### config.mk
export PLATFORM = sky130hd
export DESIGN_NAME = mem_store_buffer
export DESIGN_NICKNAME = d
export VERILOG_FILES = /design/src/rtl/mem_store_buffer.sv
export SDC_FILE = /design/constraint.sdc
export NUM_CORES = 1
export LEC_CHECK = 0
export ABC_AREA = 1
export CORE_AREA = 5 5 235 237
export DETAILED_ROUTE_END_ITERATION = 7
export DIE_AREA = 0 0 240 242
export PLACE_DENSITY_LB_ADDON = 0.12
export SYNTH_ARGS = -nofsm -noshare
export SYNTH_HDL_FRONTEND = slang
export SYNTH_SLANG_ARGS = --single-unit
### constraint.sdc
create_clock -name clk -period 9.8 [get_ports clk]
set_input_delay 1.47 -clock clk [delete_from_list [all_inputs] [get_ports clk]]
set_output_delay 1.47 -clock clk [all_outputs]
set_load 0.03 [all_outputs]
### src/rtl/mem_store_buffer.sv
// MEM-stage access controller: posts stores into a small FIFO store buffer
// that drains one word per cycle into a single-port data memory, serves loads
// combinationally with byte/halfword extraction, and raises stall on
// buffer-full and load-after-store hazards.
module mem_store_buffer #(
  parameter int DEPTH = 4
) (
  input  logic        clk,
  input  logic        rst,
  input  logic [31:0] ex_addr,
  input  logic [31:0] ex_wdata,
  input  logic        ex_mem_read,
  input  logic        ex_mem_write,
  input  logic [1:0]  ex_size,
  input  logic        ex_unsigned,
  input  logic [31:0] dm_rdata,
  output logic [31:0] dm_addr,
  output logic [31:0] dm_wdata,
  output logic        dm_mem_read,
  output logic        dm_mem_write,
  output logic [31:0] load_data,
  output logic        load_valid,
  output logic        stall,
  output logic        misalign,
  output logic        sb_empty
);

  localparam int AW = (DEPTH > 1) ? $clog2(DEPTH) : 1;
  localparam logic [AW:0] FULL_COUNT = (AW+1)'(DEPTH);

  // Byte-enable mask of a store within its word.
  function automatic logic [3:0] store_mask(input logic [1:0] size, input logic [1:0] lane);
    logic [3:0] m;
    case (size)
      2'b00:   m = 4'b0001 << lane;
      2'b01:   m = lane[1] ? 4'b1100 : 4'b0011;
      default: m = 4'b1111;
    endcase
    return m;
  endfunction

  // Store data replicated so that every enabled lane carries the right bytes.
  function automatic logic [31:0] store_lanes(input logic [1:0] size, input logic [31:0] wdata);
    logic [31:0] d;
    case (size)
      2'b00:   d = {4{wdata[7:0]}};
      2'b01:   d = {2{wdata[15:0]}};
      default: d = wdata;
    endcase
    return d;
  endfunction

  // Read-modify-write merge: masked lanes from the entry, the rest from memory.
  function automatic logic [31:0] merge_lanes(input logic [3:0] mask, input logic [31:0] new_word,
                                              input logic [31:0] old_word);
    logic [31:0] r;
    r = 32'h0000_0000;
    for (int k = 0; k < 4; k++) begin
      r[8*k +: 8] = mask[k] ? new_word[8*k +: 8] : old_word[8*k +: 8];
    end
    return r;
  endfunction

  // Alignment rule: halves need addr[0]=0, words need addr[1:0]=0.
  function automatic logic is_aligned(input logic [1:0] size, input logic [1:0] lane);
    logic ok;
    case (size)
      2'b00:   ok = 1'b1;
      2'b01:   ok = ~lane[0];
      default: ok = (lane == 2'b00);
    endcase
    return ok;
  endfunction

  // Byte/halfword extraction with sign or zero extension.
  function automatic logic [31:0] load_extract(input logic [1:0] size, input logic [1:0] lane,
                                               input logic uns, input logic [31:0] rdata);
    logic [7:0]  b;
    logic [15:0] h;
    logic [31:0] r;
    case (lane)
      2'd0:    b = rdata[7:0];
      2'd1:    b = rdata[15:8];
      2'd2:    b = rdata[23:16];
      default: b = rdata[31:24];
    endcase
    h = lane[1] ? rdata[31:16] : rdata[15:0];
    case (size)
      2'b00:   r = {{24{~uns & b[7]}}, b};
      2'b01:   r = {{16{~uns & h[15]}}, h};
      default: r = rdata;
    endcase
    return r;
  endfunction

  logic [29:0]   idx_r   [DEPTH];
  logic [31:0]   data_r  [DEPTH];
  logic [3:0]    mask_r  [DEPTH];
  logic [DEPTH-1:0] valid_r;
  logic [AW-1:0] head_r;
  logic [AW-1:0] tail_r;
  logic [AW:0]   count_r;

  logic aligned_s;
  logic hit_s;
  logic load_go_s;
  logic store_ok_s;
  logic drain_s;
  logic enq_s;

  // Request decode, hazard detection, port arbitration and load extraction.
  always_comb begin
    aligned_s    = is_aligned(ex_size, ex_addr[1:0]);
    hit_s        = 1'b0;
    for (int i = 0; i < DEPTH; i++) begin
      hit_s = hit_s | (valid_r[i] & (idx_r[i] == ex_addr[31:2]));
    end
    load_go_s    = ~rst & ex_mem_read & aligned_s & ~hit_s;
    store_ok_s   = ~rst & ex_mem_write & aligned_s;
    drain_s      = ~rst & ~load_go_s & (count_r != '0);
    enq_s        = store_ok_s & (count_r != FULL_COUNT);

    misalign     = ~rst & (ex_mem_read | ex_mem_write) & ~aligned_s;
    stall        = (~rst & ex_mem_read & aligned_s & hit_s) | (store_ok_s & (count_r == FULL_COUNT));
    sb_empty     = rst | (count_r == '0);
    dm_mem_read  = load_go_s;
    dm_mem_write = drain_s;
    load_valid   = load_go_s;
    dm_addr      = 32'h0000_0000;
    dm_wdata     = 32'h0000_0000;
    load_data    = 32'h0000_0000;
    if (load_go_s) begin
      dm_addr   = {2'b00, ex_addr[31:2]};
      load_data = load_extract(ex_size, ex_addr[1:0], ex_unsigned, dm_rdata);
    end else if (drain_s) begin
      dm_addr  = {2'b00, idx_r[head_r]};
      dm_wdata = merge_lanes(mask_r[head_r], data_r[head_r], dm_rdata);
    end else begin
      dm_addr  = 32'h0000_0000;
      dm_wdata = 32'h0000_0000;
    end
  end

  // FIFO state: pop on drain, push on accepted store, count tracks occupancy.
  always_ff @(posedge clk) begin
    if (rst) begin
      head_r  <= '0;
      tail_r  <= '0;
      count_r <= '0;
      valid_r <= '0;
      for (int i = 0; i < DEPTH; i++) begin
        idx_r[i]  <= 30'h0000_0000;
        data_r[i] <= 32'h0000_0000;
        mask_r[i] <= 4'b0000;
      end
    end else begin
      if (drain_s) begin
        valid_r[head_r] <= 1'b0;
        head_r          <= head_r + 1'b1;
      end
      if (enq_s) begin
        valid_r[tail_r] <= 1'b1;
        idx_r[tail_r]   <= ex_addr[31:2];
        data_r[tail_r]  <= store_lanes(ex_size, ex_wdata);
        mask_r[tail_r]  <= store_mask(ex_size, ex_addr[1:0]);
        tail_r          <= tail_r + 1'b1;
      end
      count_r <= count_r + (AW+1)'(enq_s) - (AW+1)'(drain_s);
    end
  end

endmodule
==> results.cfg <==
[logic_synthesis]
synth_xor_area_share_pct = 1.06
syn_area_per_cell_um2 = 8.29
yosysWarnings = 0
netlist_area_mm2 = 0.0157
synth-adder-area-share_pct = 0.845
synth_compound_area_share_pct = 15.1
ys_seq_area_share_pct = 52.2
syn_inst = 1893
synth_top_family_by_area = simple AND/OR/NAND/NOR gates
synthSimpleGateAreaFrac_pct = 23.0
muxShareOfSynthArea_pct = 0.128
ys_seq_elements = 277
synth_cell_types = 42

[final_layout]
mostFrequentLayoutCells = nand2_1 (469), nor2_1 (433), edfxtp_1 (264), clkdlybuf4s50_1 (202), o21ai_0 (159)
drive_gt1_share_pct = 7.24
layout_commonest_cell = nand2_1
nets = 2158
num-fill-cells = 5522
area_growth_pct = 23.0
antenna_cells = 0

[routing]
wl_um = 61700
antenna_left = 0
drtIter0Drc = 1034
drc = 0
first_pass_iters = 6
avgViaCountPerCell = 4.99
vias = 13800
wire_per_inst_um = 22.3

[critical_path]
worst_ep_arrival_time_ns = 6.02
cp.required_ns = 8.33
ff2ff_path_depth = 16
crit_path_max_fanout = 51
critPathMaxStageDelay_ns = 0.75
r2r_end = count_r[2]
cp-start-kind = input port
path_class = in -> out
r2r-start = idx_r[2][17]
cp_top_family = buffers and inverters
rrSetupSlack_ns = 5.75
cp_slowest_cell = nand3_4
path_cells = clkdlybuf4s50_1 -> inv_2 -> o22ai_1 -> nor3_1 -> nand3_4 -> nand2_2 -> inv_2 -> nand2_1 -> o21ai_0 -> clkdlybuf4s50_1
worst_setup_path_end_kind = output pin
timing.critical_path.buf_inv = 4
crit_cells = 10

[timing]
worst_pin_slew_ns = 1.10
setup_viol = 0
tns_ns = 0
timing.hold.ws_ns = 0.486
skew_ns = 0.0189
drv_slew = 0
rsz0062_at_grt = false
fmax_mhz = 133
relSlewSlack_pct = 26.4
fin_crit_sh_pct = 76.5
finalHoldViolCount = 0
period_minus_slack_ns = 7.49

[run_status]
status = complete, no violations

[flow_run]
max-cap-violations = 0

[global_route]
grt_pass1_wl_um = 90800
grt_overflow_total = 0
grt_max_degree = 96
antenna_found_initial = 0
grtUsageTotal_pct = 20.6
grt_pass1_vias = 13700

[clocking]
path_clk_slew_ns = 0.05
cts_tree = built
cts_hold_buf = 0
postCtsResizedCells = 0
cts_setup_buffers = 0
cts.sink_count = 277
numCtsBuffers = 36
clkLatencyLatePin_ns = 0.55
cts_htree_levels = 2
cts_root_buffer = clkbuf_16
clockBufferDepth = 3

[die]
row_count = 85
num_io_pins = 205
die_x_um = 240
start_util_pct = 29.6
die_h_um = 242
core_mm2 = 0.0531
dieArea_mm2 = 0.0581

[pwr]
p_leak_nw = 7.61
powerDensity_mw_per_mm2 = 226
irDropWorstVdd_v = 0.000156

[placement]
place_congestion = 0.892
place_hpwl_um = 41200
io_buffers = 202

[min_path]
min_from = valid_r[2]
holdPathEnd = valid_r[2]
hold_depth = 2
hold_class = reg -> reg
-- worst max-delay path by stage --
stage                from           end  slack (ns)
4_1_cts        ex_addr[1]    dm_addr[6]        2.34
2_1_floorplan  ex_size[1]  data_r[3][0]        1.90
5_1_grt        ex_addr[1]    dm_addr[6]        2.20
6_report       ex_addr[1]    dm_addr[6]        2.31
3_3_place_gp   ex_addr[1]    dm_addr[6]        2.37
3_5_place_dp   ex_addr[1]    dm_addr[6]        2.36
-- state kept, by name (all words and copies together), names as in the netlist, named ones only --
signal / flops
head_r: 2
idx_r: 120
count_r: 3
tail_r: 2
valid_r: 4
mask_r: 16
data_r: 128
-- cell type report --
class	count	area (um2)	share of cell area (%)
Sequential cell	277	8190	42.5
Clock inverter	13	63.8	0.331
Multi-Input combinational cell	1347	6370	33.0
Inverter	162	609	3.16
Clock buffer	53	1020	5.27
Timing Repair Buffer	221	2160	11.2
Tap cell	696	871	4.51
-- worst reg2reg max path, delay by kind of cell, from the launching register on --
family / cells / cell delay, ns
AOI/OAI and AO/OA: 1 / 0.42
buffers and inverters: 1 / 0.36
xor gates and xnor gates: 1 / 0.15
DFF: 1 / 0.46
and+or+nand+nor: 11 / 1.89
adders and majority gates: 2 / 0.63
-- stage by stage --
step                power (mW)  setup WS, ns  utilization, %  cells  cell area [um2]
floorplan                 2.51          1.90               -   1894            15700
global placement          3.15          2.37            34.3   2703            18200
detailed placement        3.15          2.36            34.3   2703            18200
CTS                       4.41          2.34            36.4   2769            19300
global route              4.57          2.20            36.4   2769            19300
finish                    4.36          2.31            36.4   2769            19300
-- cells by family after synthesis --
| group | Yosys count |
|---|---|
| and+or+nand+nor | 939 |
| adders and majority gates | 10 |
| other | 1 |
| DFF | 277 |
| AOI/OAI and AO/OA | 375 |
| muxes | 2 |
| buffers and inverters | 270 |
| xor gates and xnor gates | 19 |
-- cells in the mapped netlist, drive strengths merged --
cell    count  area, um2
xnor2      10       87.6
o21a        2       15.0
nor3        4       20.0
o211ai      2       15.0
or2         1       6.26
buf        55        385
edfxtp    264       7930
o211a       1       10.0
nor2      437       1670
a31oi       9       56.3
o221ai      7       61.3
nand3      17        110
a22oi       1       7.51
ha          9        113
clkbuf     53        199
o32ai       2       17.5
inv       162        608
conb        1       3.75
mux2i       2       20.0
o22ai       7       43.8
nand4       4       25.0
o21ai     170        851
o31ai       1       7.51
dfxtp      13        260
a32o       33        330
fa          1       20.0
xor2        9       78.8
nand2     476       1790
a211oi     35        408
a21oi     101        513
a41oi       4       35.0
-- metal layers --
metal	part of all wire [%]	global-route usage, %
met5	0	0
met4	2.1	4.54
met3	6.3	4.53
met2	48	35.0
met1	43	27.0
-- where the power goes --
part	total [mW]	switching, mW	internal (mW)
Clock	1.24	0.526	0.719
Combinational	1.64	1.14	0.508
Sequential	1.47	0.0562	1.41
No activity file was read; power rests on OpenSTA's default activity.
